**src/rtl/id_ex_operand_stage.sv**
```systemverilog
`default_nettype none
// ============================================================================
// Module      : id_ex_operand_stage
// Description : ID/EX pipeline register with ALU control decode, M/W operand
//               forwarding and SrcA/SrcB selection for the execute ALU.
// Revision    : 1.0 - initial release
// ============================================================================
module id_ex_operand_stage #(
  parameter int DATA_WIDTH     = 32,
  parameter int REG_ADDR_WIDTH = 5
) (
  input  logic                      clk,
  input  logic                      rst_n,
  input  logic                      StallE,
  input  logic                      FlushE,
  input  logic [DATA_WIDTH-1:0]     RD1D,
  input  logic [DATA_WIDTH-1:0]     RD2D,
  input  logic [DATA_WIDTH-1:0]     PCD,
  input  logic [DATA_WIDTH-1:0]     ImmExtD,
  input  logic [REG_ADDR_WIDTH-1:0] Rs1D,
  input  logic [REG_ADDR_WIDTH-1:0] Rs2D,
  input  logic [REG_ADDR_WIDTH-1:0] RdD,
  input  logic [1:0]                ALUOpD,
  input  logic [2:0]                funct3D,
  input  logic                      funct7b5D,
  input  logic                      op5D,
  input  logic [1:0]                ALUSrcAD,
  input  logic                      ALUSrcBD,
  input  logic                      RegWriteD,
  input  logic [REG_ADDR_WIDTH-1:0] RdM,
  input  logic                      RegWriteM,
  input  logic [DATA_WIDTH-1:0]     ALUResultM,
  input  logic [REG_ADDR_WIDTH-1:0] RdW,
  input  logic                      RegWriteW,
  input  logic [DATA_WIDTH-1:0]     ResultW,
  output logic [DATA_WIDTH-1:0]     SrcAE,
  output logic [DATA_WIDTH-1:0]     SrcBE,
  output logic [3:0]                ALUControlE,
  output logic [DATA_WIDTH-1:0]     WriteDataE,
  output logic [REG_ADDR_WIDTH-1:0] RdE,
  output logic                      RegWriteE
);

  logic [3:0]                alu_control_d;

  logic [DATA_WIDTH-1:0]     rd1_q;
  logic [DATA_WIDTH-1:0]     rd2_q;
  logic [DATA_WIDTH-1:0]     pc_q;
  logic [DATA_WIDTH-1:0]     imm_q;
  logic [REG_ADDR_WIDTH-1:0] rs1_q;
  logic [REG_ADDR_WIDTH-1:0] rs2_q;
  logic [REG_ADDR_WIDTH-1:0] rd_q;
  logic [3:0]                alu_control_q;
  logic [1:0]                alu_src_a_q;
  logic                      alu_src_b_q;
  logic                      reg_write_q;

  logic [DATA_WIDTH-1:0]     fwd_a;
  logic [DATA_WIDTH-1:0]     fwd_b;

  // Decode the ALU operation in the decode stage so the E stage only sees a register
  always_comb begin
    alu_control_d = 4'b0000;
    case (ALUOpD)
      2'b01: alu_control_d = 4'b0001;
      2'b10: begin
        case (funct3D)
          3'b000:  alu_control_d = (op5D & funct7b5D) ? 4'b0001 : 4'b0000;
          3'b001:  alu_control_d = 4'b0101;
          3'b010:  alu_control_d = 4'b1000;
          3'b011:  alu_control_d = 4'b1001;
          3'b100:  alu_control_d = 4'b0100;
          3'b101:  alu_control_d = funct7b5D ? 4'b0110 : 4'b0111;
          3'b110:  alu_control_d = 4'b0011;
          default: alu_control_d = 4'b0010;
        endcase
      end
      default: alu_control_d = 4'b0000;
    endcase
  end

  // E-stage registers: flush inserts a bubble and wins over stall, stall holds
  always_ff @(posedge clk or negedge rst_n) begin
    if (!rst_n) begin
      rd1_q         <= '0;
      rd2_q         <= '0;
      pc_q          <= '0;
      imm_q         <= '0;
      rs1_q         <= '0;
      rs2_q         <= '0;
      rd_q          <= '0;
      alu_control_q <= 4'b0000;
      alu_src_a_q   <= 2'b00;
      alu_src_b_q   <= 1'b0;
      reg_write_q   <= 1'b0;
    end else if (FlushE) begin
      rd1_q         <= '0;
      rd2_q         <= '0;
      pc_q          <= '0;
      imm_q         <= '0;
      rs1_q         <= '0;
      rs2_q         <= '0;
      rd_q          <= '0;
      alu_control_q <= 4'b0000;
      alu_src_a_q   <= 2'b00;
      alu_src_b_q   <= 1'b0;
      reg_write_q   <= 1'b0;
    end else if (!StallE) begin
      rd1_q         <= RD1D;
      rd2_q         <= RD2D;
      pc_q          <= PCD;
      imm_q         <= ImmExtD;
      rs1_q         <= Rs1D;
      rs2_q         <= Rs2D;
      rd_q          <= RdD;
      alu_control_q <= alu_control_d;
      alu_src_a_q   <= ALUSrcAD;
      alu_src_b_q   <= ALUSrcBD;
      reg_write_q   <= RegWriteD;
    end
  end

  // Forward the youngest in-flight result; x0 is hard-wired zero so never forwarded
  always_comb begin
    fwd_a = rd1_q;
    if (RegWriteM && (RdM != '0) && (RdM == rs1_q)) begin
      fwd_a = ALUResultM;
    end else if (RegWriteW && (RdW != '0) && (RdW == rs1_q)) begin
      fwd_a = ResultW;
    end
    fwd_b = rd2_q;
    if (RegWriteM && (RdM != '0) && (RdM == rs2_q)) begin
      fwd_b = ALUResultM;
    end else if (RegWriteW && (RdW != '0) && (RdW == rs2_q)) begin
      fwd_b = ResultW;
    end
  end

  // Operand A source: forwarded rs1, PC (auipc/jal), or zero (lui)
  always_comb begin
    case (alu_src_a_q)
      2'b00:   SrcAE = fwd_a;
      2'b01:   SrcAE = pc_q;
      default: SrcAE = '0;
    endcase
  end

  assign SrcBE       = alu_src_b_q ? imm_q : fwd_b;
  assign WriteDataE  = fwd_b;
  assign ALUControlE = alu_control_q;
  assign RdE         = rd_q;
  assign RegWriteE   = reg_write_q;

endmodule
`default_nettype wire

```
**config.mk**
```make
export PLATFORM = sky130hd
export DESIGN_NAME = id_ex_operand_stage
export DESIGN_NICKNAME = d
export VERILOG_FILES = /design/src/rtl/id_ex_operand_stage.sv
export SDC_FILE = /design/constraint.sdc
export NUM_CORES = 1
export LEC_CHECK = 0
export CAP_MARGIN = 20
export CORE_AREA = 2 2 135 137
export CTS_BUF_LIST = sky130_fd_sc_hd__clkbuf_4
export CTS_CLUSTER_DIAMETER = 50
export DETAILED_ROUTE_END_ITERATION = 10
export DIE_AREA = 0 0 137 139
export GPL_ROUTABILITY_DRIVEN = 0
export GPL_TIMING_DRIVEN = 0
export HOLD_SLACK_MARGIN = 0.08
export PLACE_DENSITY_LB_ADDON = 0.08
export SKIP_LAST_GASP = 1
export SYNTH_ARGS = -nofsm -noshare
export SYNTH_HDL_FRONTEND = slang
export SYNTH_SLANG_ARGS = --single-unit
export TNS_END_PERCENT = 10
```
**constraint.sdc**
```tcl
create_clock -name clk -period 5.7 [get_ports clk]
set_input_delay 0.855 -clock clk [delete_from_list [all_inputs] [get_ports clk]]
set_output_delay 0.855 -clock clk [all_outputs]
set_load 0.02 [all_outputs]
```
---- Word level (Yosys, flattened, before mapping) ----
Index checks and enable logic that the tools add are counted.
word-level totals
  output and inout bits ................... 106
  register bits after elaboration ......... 151
  logic and storage cells ................. 68
  input bits .............................. 234
cells by class
  reduce and logical (&&, ||, !) cells .... 10
  mux-type cells .......................... 32
  eq/ne operators ......................... 14
  bitwise gates (word level) .............. 1
operators with widths
  kind                                           count
  two-way mux 32 bit                             13
  one-hot mux 32 bit (2 select lines)            1
  two-way mux 5 bit                              6
  one-hot mux 4 bit (7 select lines)             1
  == test 5 bit                                  4
  nonzero test 5 bit                             2
  == test 3 bit, second input constant           3
  two-way mux 4 bit                              2
  one-hot mux 4 bit (2 select lines)             1
  == test 3 x 2 -> 1 bit, second input constant  2
  logical AND 1 bit                              6
  two-way mux 1 bit                              6
  == test 2 x 1 -> 1 bit, second input constant  2
  two-way mux 2 bit                              2
  == test 3 x 1 -> 1 bit, second input constant  1
  zero test 3 bit                                1
  == test 2 bit, second input constant           1
  zero test 2 bit                                1
  != test 2 x 1 -> 1 bit, second input constant  1
  bitwise AND 1 bit                              1

---- Logic depth before layout (Yosys ltp) ----
  depth in word-level cells ............... 6
  mapped depth ............................ 7
  gate-level depth less buffers ........... 6

---- Least setup slack after synthesis ----
No wires, ideal clock.
  path kind ............................... input to output
  start point ............................. input RdW[0]
  end point ............................... output SrcBE[10]
  buffers on the path ..................... 1
  path slack .............................. 2.181 ns
  data required time ...................... 4.845 ns
  arrival time ............................ 2.664 ns
  stages on the path ...................... 6
  path through ............................ or4_4 -> o211ai_2 -> clkbuf_2 -> o21ai_0 -> a31oi_1 -> mux2_2
on the way
  cells in the longest elaborated chain, start to end .. 6
  elaborated cells between the ends (all ways) .. 7
  classes of those cells .................. 1 x eq/ne; 3 x mux; 3 x reduce/logical
ends and longest elaborated chain
  item                    line  text
  start: declaration      33    input logic [REG_ADDR_WIDTH-1:0] RdW,
  nonzero test 5 bit      134   end else if (RegWriteW && (RdW != '0) && (RdW == rs2_q)) begin
  logical AND 1 bit       134
  logical AND 1 bit (*)   134
  two-way mux 32 bit (*)  134
  two-way mux 32 bit (*)  132   if (RegWriteM && (RdM != '0) && (RdM == rs2_q)) begin
  net WriteDataE[10]      39    output logic [DATA_WIDTH-1:0] WriteDataE,
  two-way mux 32 bit (*)  148   assign SrcBE = alu_src_b_q ? imm_q : fwd_b;
  end: declaration        37    output logic [DATA_WIDTH-1:0] SrcBE,
Mark *: on every way through the listed nets, which the timed path passes. The rest lies on a longest branch.

---- Worst setup path after layout ----
  start point ............................. input RdW[0]
  end point ............................... output SrcBE[28]
on the way
  cells in the longest elaborated chain, start to end .. 6
  elaborated cells between the ends (all ways) .. 7
  classes of those cells .................. 1 x eq/ne; 3 x mux; 3 x reduce/logical
ends and longest elaborated chain
  item                    line
  nonzero test 5 bit      134
  logical AND 1 bit       134
  logical AND 1 bit (*)   134
  two-way mux 32 bit (*)  134
  two-way mux 32 bit (*)  132
  two-way mux 32 bit (*)  148
Every way passes the cells marked *; elsewhere a longest branch is shown, timed or not.

==> run_summary.xml <==
<?xml version="1.0" encoding="UTF-8"?>
<metrics>
  <group name="outcome">
    <metric name="run_status" unit="">finished clean</metric>
  </group>
  <group name="synth">
    <metric name="part_of_the_yosys_area_used_for_sequential_elements" unit="%">45.2</metric>
    <metric name="yosys.area_share.simple" unit="%">12.5</metric>
    <metric name="commonest_cells_post_synth" unit="">179 x sky130_fd_sc_hd__mux2i_1, 155 x sky130_fd_sc_hd__nor2_1, 151 x sky130_fd_sc_hd__dfrtp_1</metric>
    <metric name="post_synthesis_compound_gate_area_fraction" unit="%">10.3</metric>
    <metric name="yosys.cell_types.count" unit="">37</metric>
    <metric name="synthesis_stage_register_bit_count" unit="">151</metric>
    <metric name="cell_count_after_synthesis" unit="">843</metric>
    <metric name="synthMuxAreaShare" unit="%">25.8</metric>
    <metric name="yosysMostFrequentCell" unit="">sky130_fd_sc_hd__mux2i_1</metric>
    <metric name="post_synth_xor_area_fraction" unit="%">1.99</metric>
    <metric name="netlist.top_cell.by_area" unit="">sky130_fd_sc_hd__dfrtp_1</metric>
    <metric name="mappedNetlistNets" unit="">1079</metric>
    <metric name="ys.warnings.count" unit="">0</metric>
    <metric name="syn-cell-area" unit="mm^2">0.00836</metric>
    <metric name="synth-edff-count" unit="">0</metric>
    <metric name="top_cell_type_s_share_of_synthesized_area" unit="%">45.2</metric>
    <metric name="avgSynthCellArea" unit="um^2">9.91</metric>
    <metric name="synth_top_family_by_area" unit="">multiplexers</metric>
    <metric name="yosys-top-cells-area" unit="">sky130_fd_sc_hd__dfrtp_1 45%, sky130_fd_sc_hd__mux2i_1 21%, sky130_fd_sc_hd__nor2_1 7.0%</metric>
    <metric name="synth_ff_type" unit="">sky130_fd_sc_hd__dfrtp_1</metric>
    <metric name="synth-adder-area-share" unit="%">0.299</metric>
    <metric name="synthArstFlopShare" unit="%">100</metric>
  </group>
  <group name="layout">
    <metric name="post_synthesis_to_final_layout_area_growth" unit="%">48.0</metric>
    <metric name="ff_latch_area" unit="mm^2">0.00378</metric>
    <metric name="layout.core_utilization" unit="%">70.0</metric>
    <metric name="multiInputGateArea" unit="mm^2">0.00425</metric>
    <metric name="final_area" unit="mm^2">0.0124</metric>
    <metric name="layout_net_count" unit="">1437</metric>
    <metric name="cell_count_final_fillers_out" unit="">1445</metric>
    <metric name="drive_gt1_share" unit="%">6.84</metric>
    <metric name="final.fill_count" unit="">1483</metric>
  </group>
  <group name="clocking">
    <metric name="tritoncts" unit="">yes</metric>
    <metric name="clock_tree_buffer_depth" unit="">2</metric>
    <metric name="htreeDepth" unit="">4</metric>
    <metric name="cts-buffers-inserted" unit="">17</metric>
    <metric name="cts_hold_buf" unit="">0</metric>
    <metric name="clk_sink_count" unit="">151</metric>
    <metric name="cts.root.buffer_cell" unit="">sky130_fd_sc_hd__clkbuf_4</metric>
    <metric name="path_clk_slew" unit="ns">0.14</metric>
    <metric name="cts.repair_timing.setup_buffer_count" unit="">0</metric>
    <metric name="cts_resized" unit="">0</metric>
    <metric name="clk_latency" unit="ns">0.56</metric>
  </group>
  <group name="timing">
    <metric name="rsz0062_at_grt" unit="">no</metric>
    <metric name="setup_violations" unit="">0</metric>
    <metric name="final-hold-violation-count" unit="">0</metric>
    <metric name="fin_worst_skew" unit="ns">0</metric>
    <metric name="fin_crit_sh" unit="%">85.0</metric>
    <metric name="summed_negative_setup_slack_over_all_endpoints" unit="ns">0</metric>
    <metric name="minimum_period_implied_by_the_final_worst_setup_slack" unit="ns">4.84</metric>
    <metric name="maxSlewHeadroom" unit="%">39.0</metric>
    <metric name="final_critical_path_setup_slack" unit="ns">0.856</metric>
    <metric name="fin_hold_ws" unit="ns">0.260</metric>
    <metric name="worst-slew-pin-transition" unit="ns">0.915</metric>
    <metric name="max_freq" unit="MHz">206</metric>
    <metric name="max_slew_violation_count" unit="">0</metric>
  </group>
  <group name="power_and_ir_drop">
    <metric name="power_leakage" unit="nW">5.27</metric>
    <metric name="irDropWorstVdd" unit="mV">0.131</metric>
    <metric name="power_density_of_the_placed_cells" unit="mW/mm^2">215</metric>
    <metric name="p_total" unit="mW">2.65</metric>
  </group>
  <group name="die">
    <metric name="initial_utilization" unit="%">47.3</metric>
    <metric name="die_area" unit="mm^2">0.0190</metric>
    <metric name="row_count" unit="">49</metric>
    <metric name="chipHeight" unit="um">139</metric>
    <metric name="ioPinCount" unit="">340</metric>
    <metric name="standard_cell_core_area" unit="mm^2">0.0177</metric>
    <metric name="fp.dieW" unit="um">137</metric>
  </group>
  <group name="placement">
    <metric name="place.port_buffers" unit="">337</metric>
    <metric name="dp_slack" unit="ns">0.570</metric>
    <metric name="dp_hpwl" unit="mm">23.5</metric>
    <metric name="post-place-cells" unit="">1410</metric>
    <metric name="dpl_cell_area" unit="mm^2">0.0120</metric>
  </group>
  <group name="setup_path">
    <metric name="required" unit="ns">4.85</metric>
    <metric name="path_buf_inv" unit="">3</metric>
    <metric name="dominant_delay_contributor_by_cell_family_on_the_critical_path" unit="">buffers and inverters</metric>
    <metric name="rr_worst_depth" unit="">4</metric>
    <metric name="crit_fanout" unit="">10</metric>
    <metric name="worst-r2r-setup-slack" unit="ns">3.85</metric>
    <metric name="end_kind" unit="">output port</metric>
    <metric name="critical-path-top-cell-by-count" unit="">sky130_fd_sc_hd__clkdlybuf4s50_1</metric>
    <metric name="critical-path-slowest-cell" unit="">sky130_fd_sc_hd__clkdlybuf4s50_1</metric>
    <metric name="timing_worst_setup_path_type" unit="">primary input to output port</metric>
    <metric name="path_cells" unit="">clkdlybuf4s50_1 &gt; or4_4 &gt; o211ai_2 &gt; clkbuf_2 &gt; o21ai_0 &gt; a31oi_1 &gt; mux2_2 &gt; clkdlybuf4s50_1</metric>
    <metric name="critical_path.reg2reg.endpoint" unit="">alu_src_b_q</metric>
    <metric name="max_stage_delay" unit="ns">0.60</metric>
    <metric name="worst-endpoint-arrival" unit="ns">3.99</metric>
    <metric name="critPathLaunchType" unit="">primary input</metric>
    <metric name="critical_path.reg2reg.startpoint" unit="">alu_src_b_q</metric>
  </group>
  <group name="detailed_routing">
    <metric name="drtAntennaViolNets" unit="">0</metric>
    <metric name="detail_route.iter0.violations" unit="">479</metric>
    <metric name="num_vias" unit="">8175</metric>
    <metric name="route.final.wire_length" unit="mm">31.4</metric>
    <metric name="post_route_drc_violation_count" unit="">0</metric>
    <metric name="detail_route.wl_per_cell" unit="um">21.7</metric>
    <metric name="avgViaCountPerCell" unit="">5.66</metric>
    <metric name="drt_pass1_iterations" unit="">5</metric>
  </group>
  <group name="grt">
    <metric name="globalRouteTotalUtil" unit="%">32.6</metric>
    <metric name="vias_in_the_first_global_route" unit="">8264</metric>
    <metric name="largest_net_degree_at_the_start_of_global_routing" unit="">89</metric>
    <metric name="overflow" unit="">0</metric>
    <metric name="antenna_found_initial" unit="">2</metric>
    <metric name="grt_first_pass_wirelength" unit="mm">46.7</metric>
  </group>
  <group name="job">
    <metric name="max_cap_viol_count" unit="">0</metric>
  </group>
  <group name="worst_hold_path">
    <metric name="hp-class" unit="">primary input to async pin</metric>
  </group>
</metrics>
report_power, final:
| group | total, mW | internal [mW] | switching [mW] |
|---|---|---|---|
| Combinational | 0.748 | 0.374 | 0.374 |
| Sequential | 1.17 | 1.13 | 0.0359 |
| Clock | 0.739 | 0.313 | 0.426 |
| Total | 2.65 | 1.82 | 0.835 |
placed cells by master (no fill, tap or decap), drive strengths merged, types with 28 or more instances in the layout:
cell type | synthesis | routed
clkbuf | 49 | 67
mux2i | 179 | 179
a22oi | 32 | 32
buf | 25 | 28
dfrtp | 151 | 151
a31oi | 32 | 32
clkdlybuf4s50 | 0 | 336
nor3 | 33 | 33
o21ai | 66 | 66
nor2 | 155 | 155
mux2 | 32 | 32
nand3 | 34 | 34
registers in the layout, summed over array words and instances, names as in the netlist:
register,cells
ALUControlE,4
rd2_q,32
RdE,5
rs2_q,5
pc_q,32
imm_q,32
rd1_q,32
alu_src_b_q,1
RegWriteE,1
alu_src_a_q,2
rs1_q,5
area by class of cell:
class,count,share of cell area [%]
Multi-Input combinational cell,615,34.4
Tap cell,229,2.32
Clock inverter,14,1.42
Inverter,3,0.0911
Sequential cell,151,30.6
Antenna cell,2,0.0405
Timing Repair Buffer,339,27.6
Buffer,74,2.55
Clock buffer,18,1.09
metal layers:
| metal | vias to the layer above | track usage [%] | share of wire (%) |
|---|---|---|---|
| met3 | 81 | 7.97 | 8.5 |
| met4 | 0 | 15.1 | 4.1 |
| met1 | 3945 | 40.9 | 40 |
| met2 | 427 | 52.7 | 48 |
| met5 | - | 0 | 0 |
| li1 | 3722 | - | - |
worst max-delay path by stage:
| stage | start | to | slack, ns | cells after the start |
|---|---|---|---|---|
| 3_3_place_gp | rst_n | RdE[1] | -2.59 | 1 |
| 3_5_place_dp | RdM[2] | SrcAE[2] | 0.57 | 8 |
| 5_1_grt | RdW[0] | SrcBE[28] | 0.73 | 8 |
| 6_report | RdW[0] | SrcBE[28] | 0.86 | 8 |
| 2_1_floorplan | RdW[0] | SrcBE[10] | 2.18 | 6 |
| 4_1_cts | RdM[2] | SrcAE[2] | 0.57 | 8 |
kinds of logic after synthesis:
logic type | after synthesis
xor+xnor | 19
compound gates | 141
simple gates | 242
mux | 211
buf+inv | 77
fa+ha+maj | 2
flops | 151
(Power assumes the default switching activity.)
